$ cat src/rtl/park_pkg.sv
// Shared types and constants for the parking-space scan controller.
package park_pkg;

    typedef enum logic [2:0] {
        IDLE    = 3'd0,
        ALIGN   = 3'd1,
        MEASURE = 3'd2,
        SETTLE  = 3'd3,
        NEXT    = 3'd4,
        DONE    = 3'd5
    } park_state_t;

    localparam int H_MAX  = 800;
    localparam int V_MAX  = 525;
    localparam int VOTE_W = 4;

endpackage

$ cat src/rtl/park_scan_ctrl_if.sv
// Bus between the scan controller and its environment (VGA timing, detector, steering).
interface park_scan_ctrl_if;
    import park_pkg::*;

    logic              start;
    logic              abort;
    logic [9:0]        HCnt;
    logic [9:0]        VCnt;
    logic              algo_done;
    logic              result;
    logic [3:0]        cfg_threshold;
    logic [3:0]        threshold;
    logic              algo_en;
    logic              busy;
    // Decision handshake: dec_valid rises with dec_space/dec_votes and all three hold
    // unchanged until the first cycle with dec_valid && dec_ready, when the transfer occurs.
    logic              dec_valid;
    logic              dec_ready;
    logic              dec_space;
    logic [VOTE_W-1:0] dec_votes;
    logic              timeout_err;

    modport master (
        output start, abort, HCnt, VCnt, algo_done, result, cfg_threshold, dec_ready,
        input  threshold, algo_en, busy, dec_valid, dec_space, dec_votes, timeout_err
    );

    modport slave (
        input  start, abort, HCnt, VCnt, algo_done, result, cfg_threshold, dec_ready,
        output threshold, algo_en, busy, dec_valid, dec_space, dec_votes, timeout_err
    );

endinterface

$ cat src/rtl/park_vote.sv
// Positive-frame counter with majority comparator for one decision.
module park_vote
    import park_pkg::*;
#(
    parameter int VOTE_MIN = 3
) (
    input  logic              clk25,
    input  logic              reset,
    input  logic              i_clr,
    input  logic              i_inc,
    output logic [VOTE_W-1:0] o_votes,
    output logic              o_dec_space
);

    logic [VOTE_W-1:0] r_votes;

    always_ff @(posedge clk25) begin
        if (reset || i_clr) begin
            r_votes <= '0;
        end else if (i_inc) begin
            r_votes <= r_votes + 1'b1;
        end
    end

    assign o_votes     = r_votes;
    assign o_dec_space = (r_votes >= VOTE_W'(VOTE_MIN));

endmodule

$ cat src/rtl/park_scan_ctrl.sv
// Frame-aligned multi-frame scan sequencer with majority vote.
// Optional MEASURE timeout enabled by defining PARK_SCAN_TIMEOUT_EN.
module park_scan_ctrl
    import park_pkg::*;
#(
    parameter int NFRAMES      = 5,
    parameter int VOTE_MIN     = 3,
    parameter int TIMEOUT_LINE = 400
) (
    input  logic            clk25,
    input  logic            reset,
    park_scan_ctrl_if.slave bus,
    output park_state_t     o_state
);

`ifdef PARK_SCAN_TIMEOUT_EN
    localparam bit TIMEOUT_EN = 1'b1;
`else
    localparam bit TIMEOUT_EN = 1'b0;
`endif

    park_state_t       r_state;
    park_state_t       w_next;
    logic [3:0]        r_frame_cnt;
    logic              r_settle_cnt;
    logic [3:0]        r_threshold;
    logic              r_algo_en;
    logic              r_busy;
    logic              r_dec_valid;
    logic              r_dec_space;
    logic [VOTE_W-1:0] r_dec_votes;
    logic              r_timeout_err;

    logic              w_frame_start;
    logic              w_start_go;
    logic              w_sample;
    logic              w_timeout;
    logic              w_frame_last;
    logic [VOTE_W-1:0] w_votes;
    logic              w_space;

    assign w_frame_start = (bus.HCnt == 10'd0) && (bus.VCnt == 10'd0);
    assign w_start_go    = (r_state == IDLE) && bus.start && !bus.abort;
    assign w_sample      = (r_state == SETTLE) && r_settle_cnt;
    assign w_timeout     = TIMEOUT_EN && (r_state == MEASURE) && !bus.algo_done &&
                           (bus.VCnt == 10'(TIMEOUT_LINE));
    assign w_frame_last  = ((r_frame_cnt + 4'd1) == 4'(NFRAMES));

    always_comb begin
        w_next = r_state;
        case (r_state)
            IDLE:    if (bus.start) w_next = ALIGN;
            ALIGN:   if (w_frame_start) w_next = MEASURE;
            MEASURE: begin
                if (bus.algo_done)  w_next = SETTLE;
                else if (w_timeout) w_next = NEXT;
            end
            SETTLE:  if (r_settle_cnt) w_next = NEXT;
            NEXT:    w_next = w_frame_last ? DONE : ALIGN;
            DONE:    if (r_dec_valid && bus.dec_ready) w_next = IDLE;
            default: w_next = IDLE;
        endcase
        if (bus.abort) w_next = IDLE;
    end

    // Outputs are registered from the next state so they line up with the state itself.
    always_ff @(posedge clk25) begin
        if (reset) begin
            r_state       <= IDLE;
            r_frame_cnt   <= '0;
            r_settle_cnt  <= 1'b0;
            r_threshold   <= '0;
            r_algo_en     <= 1'b0;
            r_busy        <= 1'b0;
            r_dec_valid   <= 1'b0;
            r_dec_space   <= 1'b0;
            r_dec_votes   <= '0;
            r_timeout_err <= 1'b0;
        end else begin
            r_state      <= w_next;
            r_algo_en    <= (w_next == MEASURE) || (w_next == SETTLE);
            r_busy       <= (w_next != IDLE);
            r_dec_valid  <= (w_next == DONE);
            r_settle_cnt <= (r_state == SETTLE) && (w_next == SETTLE);

            if (w_next != DONE) begin
                r_dec_space <= 1'b0;
                r_dec_votes <= '0;
            end else if (r_state != DONE) begin
                r_dec_space <= w_space;
                r_dec_votes <= w_votes;
            end

            if (w_start_go) begin
                r_frame_cnt   <= '0;
                r_threshold   <= bus.cfg_threshold;
                r_timeout_err <= 1'b0;
            end else begin
                if (r_state == NEXT) r_frame_cnt <= r_frame_cnt + 4'd1;
                if (w_timeout && !bus.abort) r_timeout_err <= 1'b1;
            end
        end
    end

    park_vote #(.VOTE_MIN(VOTE_MIN)) u_vote (
        .clk25       (clk25),
        .reset       (reset),
        .i_clr       (w_start_go),
        .i_inc       (w_sample && bus.result && !bus.abort),
        .o_votes     (w_votes),
        .o_dec_space (w_space)
    );

    assign bus.threshold   = r_threshold;
    assign bus.algo_en     = r_algo_en;
    assign bus.busy        = r_busy;
    assign bus.dec_valid   = r_dec_valid;
    assign bus.dec_space   = r_dec_space;
    assign bus.dec_votes   = r_dec_votes;
    assign bus.timeout_err = r_timeout_err;
    assign o_state         = r_state;

endmodule

$ cat src/flat_wrapper.sv
// flat-port wrapper written by rule: the top's interface ports become plain ports
module park_scan_ctrl_flat import park_pkg::*;
#(
    parameter int NFRAMES      = 5,
    parameter int VOTE_MIN     = 3,
    parameter int TIMEOUT_LINE = 400
)
  (clk25, reset, o_state, bus_start, bus_abort, bus_HCnt, bus_VCnt, bus_algo_done, bus_result, bus_cfg_threshold, bus_dec_ready, bus_threshold, bus_algo_en, bus_busy, bus_dec_valid, bus_dec_space, bus_dec_votes, bus_timeout_err);
  park_scan_ctrl_if bus_i ();
  input  logic clk25;
  input  logic reset;
  output park_state_t o_state;
  input wire logic [$bits(bus_i.start)-1:0] bus_start;
  input wire logic [$bits(bus_i.abort)-1:0] bus_abort;
  input wire logic [$bits(bus_i.HCnt)-1:0] bus_HCnt;
  input wire logic [$bits(bus_i.VCnt)-1:0] bus_VCnt;
  input wire logic [$bits(bus_i.algo_done)-1:0] bus_algo_done;
  input wire logic [$bits(bus_i.result)-1:0] bus_result;
  input wire logic [$bits(bus_i.cfg_threshold)-1:0] bus_cfg_threshold;
  input wire logic [$bits(bus_i.dec_ready)-1:0] bus_dec_ready;
  output wire logic [$bits(bus_i.threshold)-1:0] bus_threshold;
  output wire logic [$bits(bus_i.algo_en)-1:0] bus_algo_en;
  output wire logic [$bits(bus_i.busy)-1:0] bus_busy;
  output wire logic [$bits(bus_i.dec_valid)-1:0] bus_dec_valid;
  output wire logic [$bits(bus_i.dec_space)-1:0] bus_dec_space;
  output wire logic [$bits(bus_i.dec_votes)-1:0] bus_dec_votes;
  output wire logic [$bits(bus_i.timeout_err)-1:0] bus_timeout_err;
  assign bus_i.start = bus_start;
  assign bus_i.abort = bus_abort;
  assign bus_i.HCnt = bus_HCnt;
  assign bus_i.VCnt = bus_VCnt;
  assign bus_i.algo_done = bus_algo_done;
  assign bus_i.result = bus_result;
  assign bus_i.cfg_threshold = bus_cfg_threshold;
  assign bus_i.dec_ready = bus_dec_ready;
  assign bus_threshold = bus_i.threshold;
  assign bus_algo_en = bus_i.algo_en;
  assign bus_busy = bus_i.busy;
  assign bus_dec_valid = bus_i.dec_valid;
  assign bus_dec_space = bus_i.dec_space;
  assign bus_dec_votes = bus_i.dec_votes;
  assign bus_timeout_err = bus_i.timeout_err;
  park_scan_ctrl #(.NFRAMES(NFRAMES), .VOTE_MIN(VOTE_MIN), .TIMEOUT_LINE(TIMEOUT_LINE)) u_core (.clk25(clk25), .reset(reset), .bus(bus_i), .o_state(o_state));
endmodule
$ cat config.mk
export PLATFORM = sky130hd
export DESIGN_NAME = park_scan_ctrl_flat
export DESIGN_NICKNAME = d
export VERILOG_FILES = /design/src/rtl/park_pkg.sv /design/src/rtl/park_scan_ctrl_if.sv /design/src/rtl/park_vote.sv /design/src/rtl/park_scan_ctrl.sv /design/src/flat_wrapper.sv
export SDC_FILE = /design/constraint.sdc
export NUM_CORES = 1
export LEC_CHECK = 0
export CAP_MARGIN = 20
export CORE_MARGIN = 2
export CORE_UTILIZATION = 38
export DETAILED_ROUTE_END_ITERATION = 8
export PLACE_DENSITY = 0.75
export SLEW_MARGIN = 20
export SYNTH_ARGS = -nofsm -noshare
export SYNTH_HDL_FRONTEND = slang
export SYNTH_SLANG_ARGS = --single-unit
$ cat constraint.sdc
create_clock -name clk25 -period 1.4 [get_ports clk25]
set_input_delay 0.14 -clock clk25 [delete_from_list [all_inputs] [get_ports clk25]]
set_output_delay 0.14 -clock clk25 [all_outputs]
set_load 0.03 [all_outputs]
# Word-level counts from Yosys, hierarchy flattened
# Cells that the tools add are included.
# classes
n_addsub	2
n_lt_le_gt_ge	1
n_eq_ne	11
mux	8
reduce_logical	17
# ops
cell	n
3-bit 2-to-1 mux	7
10-bit logical NOT	2
3-bit one-hot mux with 6 select lines	1
3-bit by 2-bit == test with 1-bit output, second input constant	4
3-bit == test, second input constant	3
4-bit by 1-bit adder with 4-bit output, second input constant	2
1-bit logical AND	8
3-bit inequality test, second input constant	2
4-bit by 3-bit == test with 1-bit output, second input constant	1
4-bit by 2-bit greater-or-equal comparator with 1-bit output, second input constant	1
2-bit OR reduction	2
3-bit by 1-bit == test with 1-bit output, second input constant	1
3-bit logical NOT	1
3-bit nonzero test	1
1-bit logical OR	2
1-bit logical NOT	1
# word_totals
reg_bits	24
input_bits	31
out_inout_bits	16
wordCells	49

# Depth between registers and ports, before layout
# depth
ltp_word	7
ltp_mapped	7
depth_no_buf	6

# Modules after synthesis
# A second synthesis with hierarchy kept.
# unflattened
cells_unflattened	126
area_unflattened_um2	1212.4
# modules_own_cells
mod	n_inst	cells_each	area_each_um2	seq_area_each_um2
park_scan_ctrl	1	108	1018.5	400.4
park_vote	1	18	193.9	80.1

# Worst setup path before layout
# OpenSTA, ideal clock, no wires.
# synth_path
path_type	flip-flop to flip-flop
from	register u_core.r_state[0] (netlist: u_core.o_state[0])
to	register u_core.u_vote.r_votes[1] (netlist: u_core.u_vote.o_votes[1])
setup_time_ns	0.064
arrival_time_ns	1.582
required_ns	1.336
slack_ns	-0.247
path_stages_with_launch	8
n_path_buf	3
period_less_slack_ns	1.647
cell_sequence	dfxtp_1 buf_2 inv_1 and4_1 buf_2 or2_1 buf_2 nor2_1
# synth_between
elab_chain_cells	4
word_cells_on_any_way	8
cone_classes	1 x eq/ne; 7 x reduce/logical
# synth_rtl
element	line	rtl
from (decl)	park_scan_ctrl.sv:22	park_state_t r_state;
from (signal assigned)	park_scan_ctrl.sv:80	r_state <= w_next;
3-bit by 2-bit == test with 1-bit output or 3-bit logical NOT (tied branches)	park_scan_ctrl.sv:44, park_scan_ctrl.sv:43	
1-bit logical AND (on tied branches)	park_scan_ctrl.sv:44, park_scan_ctrl.sv:43	
1-bit logical AND (on tied branches)	park_scan_ctrl.sv:109, park_scan_ctrl.sv:43	
1-bit logical AND or 1-bit logical OR (tied branches)	park_scan_ctrl.sv:109, park_vote.sv:18	
to (signal assigned)	park_vote.sv:21	r_votes <= r_votes + 1'b1;
to (decl)	park_vote.sv:15	logic [VOTE_W-1:0] r_votes;
# Parallel ways exist; a longest one is shown, timed or not.
# A chain may end at the register's enable or synchronous reset.

# Worst setup path after layout
# layout_path
from	register u_core.r_state[2] (netlist: u_core.o_state[2])
to	register u_core.r_dec_space (netlist: u_core.bus.dec_space)
# layout_between
elab_chain_cells	5
word_cells_on_any_way	16
cone_classes	7 x eq/ne; 7 x mux; 2 x reduce/logical
# layout_rtl
element	line	rtl
3-bit == test, or another cell as far along	park_scan_ctrl.sv:51	case (r_state)
3-bit one-hot mux with 6 select lines	park_scan_ctrl.sv:51	
3-bit 2-to-1 mux	park_scan_ctrl.sv:63	if (bus.abort) w_next = IDLE;
3-bit inequality test	park_scan_ctrl.sv:86	if (w_next != DONE) begin
2-bit OR reduction (no source line)	--	
to (signal assigned)	park_scan_ctrl.sv:90	r_dec_space <= w_space;
to (decl)	park_scan_ctrl.sv:30	logic r_dec_space;
# Parallel ways exist; a longest one is shown, timed or not.

==> reports/results.ini <==
[clocking]
cts_sinks = 24
numCtsBuffers = 3
cts_tree = yes
insertion_delay_ns = 0.32
clockBufferDepth = 2
h-tree-depth = 1
postCtsHoldBufs = 0
path_clk_slew_ns = 0.14
cts-root-buf = clkbuf_4

[timing]
period_needed_ns = 1.49
fin_hold_ws_ns = 0.425
rsz0062_at_grt = true
final-setup-viol-count = 7
setup_ws_ns = -0.0899
final_max_slew_viol_count = 0
fmax_mhz = 671
setup_tns_ns = -0.471
fin_skew_ns = 0.00968
period_share_pct = 106
hold_viol = 0

[layout]
nFillCells = 260
antenna_cells = 0
syn_to_final_growth_pct = 59.0
layout-drive-gt1-share_pct = 26.5
design_area_um2 = 1850
stdcell_count = 222
nNetsFinal = 224

[floorplanning]
die_height_um = 59.3
rows = 20
dieArea_um2 = 3520
die_w_um = 59.3
design.portCount = 47
core_area_um2 = 2980
start_util_pct = 39.1

[min_path]
whs_path_depth = 3
hold_start = bus_cfg_threshold[1]
hp-class = in -> reg
min_delay_worst_endpoint = u_core.bus.threshold[1]

[routing]
routed_wl_mm = 2.86
wl_per_cell_um = 12.9
drtIter0Drc = 34
routed_via_density = 4.98
drc = 0
ant_nets = 0
first_pass_iters = 4
via_count = 1105

[worst_setup_path]
worstSetupPathType = reg -> reg
crit_start = u_core.o_state[2]
crit_arrival_ns = 1.75
reg2reg_slack_ns = -0.09
reg2regPathDepth = 4
end_kind = register
critPathSlowestCell = or4_4
max_stage_delay_ns = 0.55
timing.rr.end = u_core.bus.dec_space
path_buf_inv = 0
crit_family = simple AND/OR/NAND/NOR gates
cp_max_fo = 7
crit_chain = or4_4 > a31oi_4 > o211ai_4 > a211oi_2
cp-start-kind = register
r2r_start = u_core.o_state[2]
cp.required_ns = 1.66

[pwr]
p_leak_nw = 0.775
sw_frac_of_total_pct = 23.1
pwr-share-clk_pct = 32.2
combPwrFrac_pct = 16.2
p_seq_share_pct = 51.7
net-switching-power_mw = 0.311
p_int_mw = 1.04
peakVddDrop_mv = 0.366
power_density_nw_per_um2 = 728

[yosys]
syn_inst = 127
ys_seq_elements = 24
syn_avg_cell_area_um2 = 9.16
ys_types = 37
netlist_top_cells_area = dfxtp_1 41%, nor2_1 5.2%, mux2i_1 4.3%, nand2_1 3.9%, xor2_1 3.8%
yosysTopAreaCellShare_pct = 41.3
syn-cell-area_um2 = 1160
yosysTopAreaCell = dfxtp_1
synth-main-ff-cell = dfxtp_1
yosysSeqAreaShare_pct = 41.3
async_flop_share_pct = 0
synth-edff-count = 0
ys_warn_count = 0
syn_nets = 161

[place]
io_buffer_count = 45
place.gp.congestion = 0.836
placed_cells = 218
dp_worst_setup_slack_ns = -0.303
placed_area_um2 = 1770
hpwl_mm = 2.28

[global_routing]
overflow = 0
grt_pass1_wl_mm = 4.82
grt_pass1_vias = 1132
antenna_found_initial = 0
grt_max_degree = 15
grtUsageTotal_pct = 18.1

[job]
maxCapViolations = 0

[run_status]
status = complete, but fails checks
violations = negative setup slack

-- repair_timing --
item | CTS | global route
setup buffers | 0 | 0
gates resized for setup | 18 | 16
pin swaps | 1 | 5
gates cloned | 0 | 0
setup endpoints to repair | 22 | 21
-- worst max-delay path by stage --
stage | to | slack (ns) | cells after the start
floorplan | u_core.bus.dec_space | -0.06 | 6
global placement | u_core.bus.dec_space | -0.27 | 6
detailed placement | u_core.bus.dec_space | -0.30 | 6
CTS | u_core.bus.dec_space | -0.07 | 4
global route | u_core.bus.dec_votes[1] | -0.14 | 5
finish | u_core.bus.dec_space | -0.09 | 4
-- power by group through the flow --
| stage | clock (mW) | combinational [mW] | sequential [mW] |
|---|---|---|---|
| after detailed placement | 0 | 0.208 | 0.711 |
| after CTS | 0.446 | 0.204 | 0.696 |
| after global routing | 0.482 | 0.232 | 0.698 |
| after global placement | 0 | 0.203 | 0.711 |
| final | 0.434 | 0.218 | 0.696 |
| after floorplan | 0 | 0.0585 | 0.730 |
-- per-stage QoR --
step | total power, mW | utilization, %
2_1_floorplan | 0.788 | -
3_3_place_gp | 0.915 | 59.5
3_5_place_dp | 0.919 | 59.5
4_1_cts | 1.35 | 60.8
5_1_grt | 1.41 | 62.1
6_report | 1.35 | 62.1
-- kinds of logic after synthesis --
family          Yosys count  synth area share, %
simple gates             58                 26.6
mux                       5                 4.30
xor+xnor                  8                 6.02
other cells               1                0.322
flops                    24                 41.3
compound gates           17                 13.8
buf+inv                  11                 4.52
fa+ha+maj                 3                 3.23
-- placed cells by master, fill, tap and decap left out, types with 5 or more instances in the layout --
| cell type | instances |
|---|---|
| buf_4 | 17 |
| clkdlybuf4s50_1 | 30 |
| dfxtp_1 | 21 |
| dlygate4sd2_1 | 13 |
| inv_1 | 5 |
| nand2_1 | 12 |
| nand3_1 | 8 |
| nor2_1 | 15 |
| nor4_1 | 6 |
| xor2_1 | 5 |
-- flip-flops by register name, summed over array words and instances, names as in the netlist --
register and flops:
u_core.r_frame_cnt 4, u_core.o_state 3, u_core.r_settle_cnt 1, u_core.bus.dec_space 1, u_core.bus.threshold 4, u_core.bus.dec_valid 1, u_core.bus.busy 1, u_core.bus.algo_en 1
u_core.bus.dec_votes 4, u_core.u_vote.o_votes 4
-- cells in the mapped netlist (2+ instances only) --
master	instances
inv_1	6
mux2i_1	5
xor2_1	5
buf_4	2
and3_1	2
ha_1	3
o21ai_0	2
xnor2_1	3
nand3_1	8
nor2_1	16
dfxtp_1	24
buf_2	3
a21oi_1	6
nand2b_1	2
nor4_1	6
nand2_1	12
a211oi_2	2
-- worst register-to-register path, cell delays in order, from the launching register on --
cell and delay (ns):
dfxtp_4 0.39, or4_4 0.56, a31oi_4 0.19, o211ai_4 0.15, a211oi_2 0.16
-- final cells by class --
class                           instances  area, um2  share of cell area, %
Timing Repair Buffer                   63        563                   30.4
Sequential cell                        24        492                   26.6
Clock buffer                            4       47.5                   2.57
Inverter                                6       22.5                   1.22
Tap cell                               33       41.3                   2.23
Multi-Input combinational cell         92        684                   37.0
-- per-layer routing --
layer | part of all wire (%) | routed length (um) | GRT usage (%) | vias to the layer above
li1 | - | - | - | 557
met1 | 41 | 1170 | 20.5 | 506
met2 | 52 | 1490 | 32.8 | 40
met3 | 6.4 | 184 | 3.49 | 2
met4 | 0.63 | 18 | 7.47 | 0
met5 | 0 | 0 | 0 | -
Power figures use the tool's default switching activity.
